<file path="config.mk">
export PLATFORM = sky130hd
export DESIGN_NAME = fp_divider
export DESIGN_NICKNAME = d
export VERILOG_FILES = /design/src/rtl/fp_pkg.sv /design/src/rtl/fp_classify.sv /design/src/rtl/fp_divider.sv
export SDC_FILE = /design/constraint.sdc
export NUM_CORES = 1
export LEC_CHECK = 0
export BUFFER_PORTS_ARGS = -buffer_cell sky130_fd_sc_hd__buf_2
export CORE_MARGIN = 8
export CORE_UTILIZATION = 35
export DETAILED_ROUTE_END_ITERATION = 12
export GPL_TIMING_DRIVEN = 1
export PLACE_DENSITY = 0.62
export SLEW_MARGIN = 20
export SYNTH_ARGS = -nofsm -noshare
export SYNTH_HDL_FRONTEND = slang
export SYNTH_SLANG_ARGS = --single-unit
</file>
<file path="constraint.sdc">
create_clock -name clk -period 6.4 [get_ports clk]
set_input_delay 0.96 -clock clk [delete_from_list [all_inputs] [get_ports clk]]
set_output_delay 0.96 -clock clk [all_outputs]
set_load 0.01 [all_outputs]
</file>
<file path="src/rtl/fp_pkg.sv">
// Shared floating-point package for the divider and multiplier.
// Holds the controller state encoding, derivation of exponent/mantissa
// widths and bias from the operand width, and canonical positive-signed
// special values. Callers OR in the result sign at bit X-1.
package fp_pkg;

    typedef enum logic [2:0] {
        ST_IDLE   = 3'd0,
        ST_CHECK  = 3'd1,
        ST_DIVIDE = 3'd2,
        ST_NORM   = 3'd3,
        ST_DONE   = 3'd4
    } fp_state_t;

    localparam logic [31:0] QNAN_SP = 32'h7FC0_0000;
    localparam logic [31:0] INF_SP  = 32'h7F80_0000;
    localparam logic [31:0] ZERO_SP = 32'h0000_0000;
    localparam logic [63:0] QNAN_DP = 64'h7FF8_0000_0000_0000;
    localparam logic [63:0] INF_DP  = 64'h7FF0_0000_0000_0000;
    localparam logic [63:0] ZERO_DP = 64'h0000_0000_0000_0000;

    function automatic int expo_bits_of(input int x);
        return (x == 64) ? 11 : 8;
    endfunction

    function automatic int mant_bits_of(input int x);
        return (x == 64) ? 52 : 23;
    endfunction

    function automatic int bias_of(input int x);
        return (x == 64) ? 1023 : 127;
    endfunction

    // Canonical values returned right-aligned in 64 bits.
    function automatic logic [63:0] qnan_of(input int x);
        return (x == 64) ? QNAN_DP : {32'h0, QNAN_SP};
    endfunction

    function automatic logic [63:0] inf_of(input int x);
        return (x == 64) ? INF_DP : {32'h0, INF_SP};
    endfunction

endpackage

</file>
<file path="src/rtl/fp_classify.sv">
// Combinational IEEE-754 operand classifier.
// Ports: mag (operand without sign bit) -> is_zero, is_inf, is_nan.
// Subnormals (exp=0, mant!=0) report as zero, which flushes them.
module fp_classify
    import fp_pkg::*;
#(
    parameter int X = 32
) (
    input  logic [X-2:0] mag,
    output logic         is_zero,
    output logic         is_inf,
    output logic         is_nan
);

    localparam int EB = expo_bits_of(X);
    localparam int MB = mant_bits_of(X);

    logic [EB-1:0] expo;
    logic [MB-1:0] mant;

    assign expo    = mag[X-2 -: EB];
    assign mant    = mag[MB-1:0];
    assign is_zero = (expo == '0);
    assign is_inf  = (expo == '1) && (mant == '0);
    assign is_nan  = (expo == '1) && (mant != '0);

endmodule

</file>
<file path="src/rtl/fp_divider.sv">
// Multi-cycle IEEE-754 divider (single or double precision), truncating.
// Ports: clk, rst (async, active high), start, A (dividend), B (divisor)
//        -> out (registered quotient), done (1-cycle pulse), busy.
//
// state  | meaning
// IDLE   | waiting for start, operands captured on accept
// CHECK  | classify operands; specials finish here, else set up divide
// DIVIDE | restoring division, one quotient bit per cycle (down-counter)
// NORM   | normalise, range-check exponent, register result
// DONE   | done pulse; always returns to IDLE
module fp_divider
    import fp_pkg::*;
#(
    parameter int X = 32
) (
    input  logic         clk,
    input  logic         rst,
    input  logic         start,
    input  logic [X-1:0] A,
    input  logic [X-1:0] B,
    output logic [X-1:0] out,
    output logic         done,
    output logic         busy
);

    localparam int EB   = expo_bits_of(X);
    localparam int MB   = mant_bits_of(X);
    localparam int BIAS = bias_of(X);
    localparam int EW   = EB + 2;
    localparam int CW   = $clog2(MB + 2);

    localparam logic [63:0]          QNAN_W = qnan_of(X);
    localparam logic [63:0]          INF_W  = inf_of(X);
    localparam logic signed [EW-1:0] E_BIAS = EW'(BIAS);
    localparam logic signed [EW-1:0] E_MAX  = EW'((1 << EB) - 1);
    localparam logic signed [EW-1:0] E_ONE  = EW'(1);
    localparam logic signed [EW-1:0] E_ZERO = '0;
    localparam logic [CW-1:0]        CNT_LOAD = CW'(MB + 1);

    fp_state_t state_q, state_d;

    logic [X-1:0]           a_q, b_q;
    logic [MB+1:0]          rem_q, quo_q;
    logic signed [EW-1:0]   expo_q;
    logic [CW-1:0]          cnt_q;
    logic [X-1:0]           out_d;
    logic                   done_d;

    logic                   sign;
    logic                   zero_a, inf_a, nan_a, zero_b, inf_b, nan_b;
    logic                   special;
    logic [X-1:0]           special_res, normal_res;
    logic [MB+1:0]          div_v, rem_nx;
    logic                   ge;
    logic [MB-1:0]          frac;
    logic signed [EW-1:0]   expo_n;

    assign sign = a_q[X-1] ^ b_q[X-1];

    fp_classify #(.X(X)) u_class_a (
        .mag     (a_q[X-2:0]),
        .is_zero (zero_a),
        .is_inf  (inf_a),
        .is_nan  (nan_a)
    );

    fp_classify #(.X(X)) u_class_b (
        .mag     (b_q[X-2:0]),
        .is_zero (zero_b),
        .is_inf  (inf_b),
        .is_nan  (nan_b)
    );

    always_comb begin
        special     = 1'b1;
        special_res = {sign, {(X-1){1'b0}}};
        if (nan_a || nan_b || (zero_a && zero_b) || (inf_a && inf_b))
            special_res = {sign, QNAN_W[X-2:0]};
        else if (inf_a || zero_b)
            special_res = {sign, INF_W[X-2:0]};
        else if (zero_a || inf_b)
            special_res = {sign, {(X-1){1'b0}}};
        else
            special = 1'b0;
    end

    // Remainder stays below 2*divisor, so MB+2 bits suffice; the difference
    // is taken modulo 2^(MB+2) because the true value is below the divisor.
    assign div_v  = {2'b01, b_q[MB-1:0]};
    assign ge     = (rem_q >= div_v);
    assign rem_nx = ge ? (rem_q - div_v) : rem_q;

    // Quotient lies in (0.5, 2); a clear integer bit means one left shift.
    always_comb begin
        frac       = quo_q[MB+1] ? quo_q[MB:1] : quo_q[MB-1:0];
        expo_n     = quo_q[MB+1] ? expo_q : (expo_q - E_ONE);
        if (expo_n >= E_MAX)
            normal_res = {sign, INF_W[X-2:0]};
        else if (expo_n <= E_ZERO)
            normal_res = {sign, {(X-1){1'b0}}};
        else
            normal_res = {sign, expo_n[EB-1:0], frac};
    end

    always_comb begin
        state_d = state_q;
        out_d   = out;
        done_d  = 1'b0;
        case (state_q)
            ST_IDLE:   if (start) state_d = ST_CHECK;
            ST_CHECK: begin
                if (special) begin
                    out_d   = special_res;
                    done_d  = 1'b1;
                    state_d = ST_DONE;
                end else begin
                    state_d = ST_DIVIDE;
                end
            end
            ST_DIVIDE: if (cnt_q == '0) state_d = ST_NORM;
            ST_NORM: begin
                out_d   = normal_res;
                done_d  = 1'b1;
                state_d = ST_DONE;
            end
            ST_DONE:   state_d = ST_IDLE;
            default:   state_d = ST_IDLE;
        endcase
    end

    always_ff @(posedge clk or posedge rst) begin
        if (rst) begin
            state_q <= ST_IDLE;
            out     <= '0;
            done    <= 1'b0;
            busy    <= 1'b0;
        end else begin
            state_q <= state_d;
            out     <= out_d;
            done    <= done_d;
            busy    <= (state_d != ST_IDLE);
        end
    end

    always_ff @(posedge clk or posedge rst) begin
        if (rst) begin
            a_q    <= '0;
            b_q    <= '0;
            rem_q  <= '0;
            quo_q  <= '0;
            expo_q <= '0;
            cnt_q  <= '0;
        end else begin
            case (state_q)
                ST_IDLE: begin
                    if (start) begin
                        a_q <= A;
                        b_q <= B;
                    end
                end
                ST_CHECK: begin
                    rem_q  <= {2'b01, a_q[MB-1:0]};
                    quo_q  <= '0;
                    cnt_q  <= CNT_LOAD;
                    expo_q <= $signed({2'b00, a_q[X-2 -: EB]})
                            - $signed({2'b00, b_q[X-2 -: EB]}) + E_BIAS;
                end
                ST_DIVIDE: begin
                    rem_q <= rem_nx << 1;
                    quo_q <= {quo_q[MB:0], ge};
                    if (cnt_q != '0) cnt_q <= cnt_q - 1'b1;
                end
                default: ;
            endcase
        end
    end

endmodule

</file>
---- Word level (Yosys, flattened, before mapping) ----
Cells that the tools add are included.
W data, S select, Z words.
word-level totals
  bits in registers ....................... 166
  bits of input ports ..................... 67
  logic and storage cells ................. 74
operators by class
  add/subtract/negate cells ............... 5
  order comparisons ....................... 3
  equal/unequal tests ..................... 7
  mux-type cells .......................... 22
  bitwise gates (word level) .............. 1
  reductions and logical operators ........ 26
operator list
  cell                     count
  $mux W31                 4
  $pmux W25 S2             2
  $pmux W32 S2             1
  $logic_not A23 Y1        2
  $reduce_bool A23 Y1      2
  $mux W32                 1
  $ge A25 B24 Y1           1
  $mux W24                 1
  $sub A24 B24 Y24         1
  $mux W23                 1
  $eq A8 B8 Y1 const B     2
  $logic_not A8 Y1         2
  $pmux W3 S4              1
  $add A9 B8 Y10 const B   1
  $ge A10 B9 Y1 const B    1
  $le A10 B1 Y1 const B    1
  $mux W10                 1
  $pmux W5 S2              1
  $sub A10 B2 Y10 const B  1
  $mux W3                  3
  $sub A8 B8 Y9            1
  $eq A3 B2 Y1 const B     2
  $logic_and A1 B1 Y1      6
  $reduce_and A2 Y1        3
  13 further kinds         22

---- Logic depth before layout (Yosys ltp) ----
Gate-level depths: netlist of run 1.
  depth in word-level cells ............... 9
  mapped depth ............................ 12

---- By module ----
A second synthesis of run 1 with hierarchy kept.
second synthesis, totals
  cell total of the unflattened synthesis .. 903
  area, all modules ....................... 8961.1 µm²
by module, submodules not included
  module       instances  cells an instance  area each (µm²)  sequential area each (µm²)
  fp_divider   1          871                8763.4           4154.0
  fp_classify  2          16                 98.8             0.0

---- Least setup slack after synthesis of run 1 ----
No wires, ideal clock.
  path kind ............................... register to register
  start ................................... reg b_q[0]
  end ..................................... reg rem_q[23]
  setup time .............................. 0.137 ns
  arrival time ............................ 2.469 ns
  required time ........................... 6.263 ns
  setup slack ............................. 3.794 ns
  cell stages (with the launch flop) ...... 11
  buffers on the path ..................... 0
  cells stage by stage .................... dfrtp_1 > ha_1 > fa_1 > nand2b_1 > a21oi_1 > o211ai_1 > a32o_1 > and4b_1 > or3_1 > mux2i_1 > a21oi_1
on the way
  cells in the longest elaborated chain, start to end .. 3
  elaborated cells on any way between the ends .. 4
  classes of those cells .................. add/sub (1); order compare (1); mux (2)
RTL lines
  element                                             line                                source
  start, declared                                     fp_divider.sv:42                    logic [X-1:0] a_q, b_q;
  start signal, assigned                              fp_divider.sv:148                   b_q <= '0;
  start signal, assigned                              fp_divider.sv:158                   b_q <= B;
  $sub A24 B24 Y24 or $ge A25 B24 Y1 (tied branches)  fp_divider.sv:91, fp_divider.sv:90
  $mux W24 *                                          fp_divider.sv:91                    assign rem_nx = ge ? (rem_q - div_v) : rem_q;
  $pmux W25 S2 *                                      fp_divider.sv:154                   case (state_q)
  end signal, assigned                                fp_divider.sv:162                   rem_q <= {2'b01, a_q[MB-1:0]};
  end signal, assigned                                fp_divider.sv:169                   rem_q <= rem_nx << 1;
  end, declared                                       fp_divider.sv:43                    logic [MB+1:0] rem_q, quo_q;
Every way passes the cells marked *; elsewhere a longest branch is shown, timed or not.
A chain may end at the register's enable or synchronous reset.

---- Final worst setup path of run 1 ----
  start ................................... reg b_q[7]
  end ..................................... reg rem_q[12]
The elaborated chain is that of the path after synthesis.

==> metrics.cfg, run 1 <==
[synthesis]
synth.area.top_cells = dfrtp_1, ha_1, mux2i_1
synthFlopType = dfrtp_1
yosysWarnings = 0
synth_seq_cells = 166
postSynthCellCount = 886
ys_async_sr_fraction_pct = 100
netlist_area_um2 = 8900
synth_nets = 989
ys_seq_area_share_pct = 46.7
ys_top_cells_by_count = dfrtp_1, nand2_1, o21ai_0, inv_1, a21oi_1
synth.avg_cell_area_um2 = 10.0
synth_area_leader_cell = dfrtp_1
synth.most_common_cell = dfrtp_1
ys_types = 71
synth_edf_count = 0
synth_top_cell_area_share_pct = 46.7

[route]
via_per_inst = 5.28
first_pass_iters = 5
drcViolationCount = 0
ant_nets = 0
detail_route.wl_per_cell_um = 16.5
drt_wl_total_mm = 21.7
drt_iter0_markers = 522
dr_total_vias = 6944

[final_layout]
insertedDiodeCount = 0
nets = 1076
layout-drive-gt1-share_pct = 20.0
n_fill_cell = 2500
area_delta_synth_final_pct = 15.9
multi_input_area_um2 = 4400
regArea_um2 = 4150

[critical_path]
r2r_slack_ps = 3110
worstReg2RegStart = b_q[7]$_DFFE_PP0P_
r2r_end = rem_q[12]$_DFFE_PP0P_
path_cells = inv_1, ha_1, a21oi_1, o22ai_2, or3_1, a211oi_2, o21ai_1, a21oi_2, buf_4, mux2i_1, a21oi_1
start_kind = register
arrival_ps = 3600
reg2reg_depth = 11
crit_type = register to register
required_ps = 6710
cp-end-kind = register
cp.buffers_inverters = 2
cpMostUsedCell = a21oi_1
cp_top_family = compound AO/OA/AOI/OAI gates
slowest_delay_ps = 470
slowest_stage = a21oi_2
crit_fanout = 19

[cts]
htreeDepth = 4
path_clk_slew_ps = 70
cts_buffer_depth = 2
cts_resized = 0
cts_tree = yes
hold_buffers = 0
cts.repair_timing.setup_buffer_count = 0
clock_latency_ps = 440
cts_sinks = 166
cts_root_buffer = clkbuf_16
cts_buffers = 17

[global_routing]
grtUsageTotal_pct = 14.3
antenna_found_initial = 1
grt_pass1_wl_mm = 36.0
first_global_vias = 6844
grt_max_degree = 115
grt_remaining_overflow = 0

[pwr]
power.total_w = 0.00635
comb_power_share_pct = 54.1
clkPwrFrac_pct = 16.4
powerDensity_nw_per_um2 = 616
ir_worst_vdd_uv = 252
swShare_pct = 45.0
pwr-share-seq_pct = 29.5
switching_power_w = 0.00286
p_int_w = 0.00349
leakage_nw = 4.53

[floorplanning]
start_util_pct = 35.5
ios = 101
die_h_um = 175
dieWidth_um = 175
rows = 58
coreArea_um2 = 25100
design.die.area_um2 = 30800

[min_path]
hp-class = register to register
holdPathStages = 2
min_to = out[30]$_DFFE_PP0P_
holdCritStartpoint = out[30]$_DFFE_PP0P_

[sta]
fmax_mhz = 304
setup_viol = 0
fin_crit_sh_pct = 51.4
slew_headroom_pct = 32.1
tightest_slew_ps = 1020
maxSlewViolCount = 0
setup_slack_ps = 3110
fin_setup_tns_ps = 0
rsz0062_at_grt = no
hold_viol = 0
fin_worst_skew_ps = 11.5
fin_crit_ps = 3290

[placement]
port_buffers = 100
place_hpwl_mm = 15.5
gp_congestion = 0.848
dpl_worst_slack_ps = 3180

[job]
drv_cap = 0

[status]
status = finished, final reports clean

-- kinds of logic after synthesis --
family	count (synthesis)	share of synthesized area, %
AO/OA/AOI/OAI	238	17.4
XOR/XNOR	38	3.74
adder cells (fa/ha/maj)	36	5.23
buffers and inverters	90	4.08
flip-flops	166	46.7
multiplexers	77	9.15
AND/OR/NAND/NOR	241	13.7
-- worst reg2reg max path, stage by stage, from the launching register on --
cell,delay (ps)
dfrtp_1,360
inv_1,70
ha_1,380
a21oi_1,190
o22ai_2,140
or3_1,400
a211oi_2,240
o21ai_1,130
a21oi_2,470
buf_4,410
mux2i_1,290
a21oi_1,90
-- cells in the final DEF, fill, tap and decap left out, types with 9 or more instances in the layout --
cell | Yosys | layout
nor2b_1 | 9 | 9
o21ai_1 | 21 | 21
a22o_1 | 25 | 25
ha_1 | 34 | 34
xor2_1 | 14 | 14
mux2i_1 | 42 | 42
o22ai_1 | 19 | 19
nand4_1 | 10 | 10
nor2_1 | 29 | 29
nor4_1 | 15 | 15
a21oi_1 | 43 | 42
buf_2 | 4 | 100
inv_1 | 50 | 49
clkbuf_16 | 0 | 17
nor3_1 | 13 | 13
nand2_1 | 107 | 107
nand3_1 | 11 | 11
mux2_2 | 35 | 35
o21ai_0 | 69 | 69
dfrtp_1 | 166 | 166
xnor2_1 | 24 | 24
-- worst max path at each step --
| stage | cells after the start | from | end | slack (ps) |
|---|---|---|---|---|
| 2_1_floorplan | 1 | rst | a_q[0]$_DFFE_PP0P_ | 950 |
| 3_5_place_dp | 11 | b_q[9]$_DFFE_PP0P_ | rem_q[12]$_DFFE_PP0P_ | 3180 |
| 6_report | 11 | b_q[7]$_DFFE_PP0P_ | rem_q[12]$_DFFE_PP0P_ | 3110 |
| 3_3_place_gp | 11 | b_q[7]$_DFFE_PP0P_ | rem_q[8]$_DFFE_PP0P_ | 3260 |
| 4_1_cts | 11 | b_q[9]$_DFFE_PP0P_ | rem_q[12]$_DFFE_PP0P_ | 3120 |
| 5_1_grt | 11 | b_q[7]$_DFFE_PP0P_ | rem_q[12]$_DFFE_PP0P_ | 2870 |
-- layout make-up --
type,instances,share of cell area [%]
timing repair buffer,107,5.36
clock inverter,15,1.75
inverter,51,1.93
multi-input combinational,630,42.6
tap,330,4.00
sequential,166,40.3
clock buffer,17,4.12
-- state kept, by name, summed over array words and instances, names as in the netlist --
signal and count:
rem_q 25, a_q 32, expo_q 10, cnt_q 5, done 1, busy 1, b_q 32, state_q 3
quo_q 25, out 32
-- power by group through the flow --
stage | registers (W) | logic (W) | clock network (W)
6_report | 0.00188 | 0.00344 | 0.00104
5_1_grt | 0.00194 | 0.00384 | 0.00111
4_1_cts | 0.00187 | 0.00344 | 0.00107
3_5_place_dp | 0.00189 | 0.00342 | 0
3_3_place_gp | 0.00188 | 0.00339 | 0
2_1_floorplan | 0.00178 | 0.00275 | 0
-- per-stage QoR --
step	instances	hold slack (ps)	utilization, %	area [um2]
after floorplan	886	457	-	8900
after global placement	1284	459	38.7	9710
after detailed placement	1284	458	38.7	9710
after CTS	1316	477	41.1	10300
after global routing	1316	499	41.1	10300
final	1316	474	41.1	10300
-- per-layer routing --
metal / part of all wire, % / track usage (%) / vias up
met2: 45 / 22.2 / 159
met5: 0.041 / 0 / -
met4: 1.1 / 3.39 / 2
met3: 5.3 / 3.87 / 22
met1: 48 / 19.6 / 3369
li1: - / - / 3392
Note: power is estimated with default switching activity, not from simulation.
==> run 2, diff against run 1 <==
Settings changed: ABC_AREA set to 1.
Clock period 6.4 ns to 3.23 ns, I/O delays scaled along.
==> run 2 against run 1 <==
Compared with the run above:
- die area increased by 9.5%
- highest routed layer is now met4
- synthesized area up 10%
- combinational power increased by 130%
- setup slack worse by 2400 ps
- total power rose by 110%
- critical endpoint is now rem_q[22]$_DFFE_PP0P_
- core utilization is 0.090 points lower
==> metrics.cfg, run 2 <==
[status]
status = finished, final reports clean

[synthesis]
synth.area.top_cells = dfrtp_1, nand2_1, inv_1
synth_nets = 1438
ys_async_sr_fraction_pct = 100
netlist_area_um2 = 9840
ys_seq_area_share_pct = 42.2
synth_seq_cells = 166
postSynthCellCount = 1335
synth.avg_cell_area_um2 = 7.37
synth-xor-area-share_pct = 2.14
synth_area_leader_cell = dfrtp_1
ys_types = 36
ys_top_cells_by_count = nand2_1, inv_1, dfrtp_1, o21ai_0, nand3_1
synth.most_common_cell = nand2_1
synth_edf_count = 0
synth-compound-area-share_pct = 13.6
synth_simple_gate_area_share_pct = 26.9
synthMuxAreaShare_pct = 0
synth_top_cell_area_share_pct = 42.2
synthAdderAreaFrac_pct = 4.73
synthFlopType = dfrtp_1
yosysWarnings = 0
synth_top_family_by_area = simple AND/OR/NAND/NOR gates

[floorplanning]
start_util_pct = 35.5
dieWidth_um = 184
die_h_um = 184
design.die.area_um2 = 33700
ios = 101
rows = 61
coreArea_um2 = 27700

[critical_path]
crit_type = register to register
start_kind = register
required_ps = 3600
cp-end-kind = register
arrival_ps = 2880
crit_fanout = 16

[cts]
hold_buffers = 0
cts_tree = yes
cts_root_buffer = clkbuf_16
cts.repair_timing.setup_buffer_count = 0
cts_buffers = 17
htreeDepth = 4
cts_buffer_depth = 2
cts_sinks = 166
clock_latency_ps = 450
cts_resized = 0
path_clk_slew_ps = 80

[route]
detail_route.wl_per_cell_um = 14.8
dr_total_vias = 8740
via_per_inst = 4.83
drt_wl_total_mm = 26.8
drt_iter0_markers = 588
ant_nets = 0
first_pass_iters = 5
drcViolationCount = 0

[pwr]
leakage_nw = 5.66
powerDensity_nw_per_um2 = 1190
ir_worst_vdd_uv = 389
power.total_w = 0.0136

[sta]
setup_slack_ps = 715
rsz0062_at_grt = no
slew_headroom_pct = 57.6
fin_setup_tns_ps = 0
setup_viol = 0
tightest_slew_ps = 630
fin_crit_sh_pct = 77.9
fin_crit_ps = 2510
fmax_mhz = 398
maxSlewViolCount = 0
fin_worst_skew_ps = 17.0
hold-worst-slack_ps = 79.5
hold_viol = 0

[placement]
gp_congestion = 0.915
dpl_worst_slack_ps = 746
place_hpwl_mm = 20.1
port_buffers = 100

[final_layout]
final_cell_mix = nand2_1, inv_1, dfrtp_1
final_util_pct = 41.0
area_delta_synth_final_pct = 15.5
n_fill_cell = 2879
layout-drive-gt1-share_pct = 14.2
top_regs = a_q x32, b_q x32, out x32
layout_commonest_cell = nand2_1
insertedDiodeCount = 0
nets = 1523

[global_routing]
top_usage_layer = met2
grtUsageMet3_pct = 3.24
grt_max_degree = 88
grt_pass1_wl_mm = 44.5
met1_usage_pct = 22.5
gr-usage-met2_pct = 25.5
grtUsageTotal_pct = 16.3
antenna_found_initial = 0
grt_remaining_overflow = 0
first_global_vias = 8737

[job]
drv_cap = 0

[min_path]
hp-class = input pin to async pin

-- run 2: path summary, 6_finish.rpt --
path	start	end	slack (ps)	cells after the start
worst max-delay path	rem_q[7]$_DFFE_PP0P_	rem_q[22]$_DFFE_PP0P_	720	15
worst min-delay path	rst	out[4]$_DFFE_PP0P_	80	2
worst max register to register	rem_q[7]$_DFFE_PP0P_	rem_q[22]$_DFFE_PP0P_	720	15
worst min register to register	cnt_q[0]$_DFFE_PP0P_	cnt_q[0]$_DFFE_PP0P_	500	1
max in group asynchronous	rst	a_q[22]$_DFFE_PP0P_	2320	3
min in group clk	B[31]	b_q[31]$_DFFE_PP0P_	240	3
-- run 2: kinds of logic (layout without fill, tap and decap cells) --
group,after synthesis,after routing
compound gates,234,234
xor+xnor,24,24
fa+ha+maj,36,36
buf+inv,258,356
flops,166,166
simple gates,617,617
-- run 2: final cells by class --
class,count,area [um2],share of cell area [%]
repair buffers,113,636,5.59
well taps,378,473,4.16
inverters,211,797,7.01
clock buffers,17,425,3.74
flip-flops and latches,166,4150,36.6
clock inverters,15,211,1.86
multi-input cells,911,4670,41.1
-- run 2: layer usage --
layer	vias to the layer above	routed length, um
li1	4458	-
met1	4046	13100
met2	210	11700
met3	26	1520
met4	0	425
met5	-	0
-- run 2: through the flow --
step / instance area (um2) / cells
global placement: 10700 / 1779
floorplan: 9840 / 1335
detailed placement: 10700 / 1779
finish: 11400 / 1811
global route: 11400 / 1811
CTS: 11400 / 1811
-- run 2: report_power, final --
group / internal (W) / total (W) / leakage (nW) / switching, W
registers: 0.00291 / 0.00344 / 2.09 / 0.000527
logic: 0.00270 / 0.00794 / 3.26 / 0.00524
clock network: 0.00108 / 0.00217 / 0.306 / 0.00109
-- run 2: worst max-delay path, cell delays in order (launching register included) --
cell and delay [ps]:
dfrtp_1 430, ha_1 350, nand2_1 140, inv_1 50, nand2_1 60, nand2_1 80, clkinv_1 60, nand3_2 120
nand2_1 110, nand2_2 90, nor2_4 320, buf_4 310, nor2_1 80, nor2_1 110, nor2_1 50, nor2_1 80
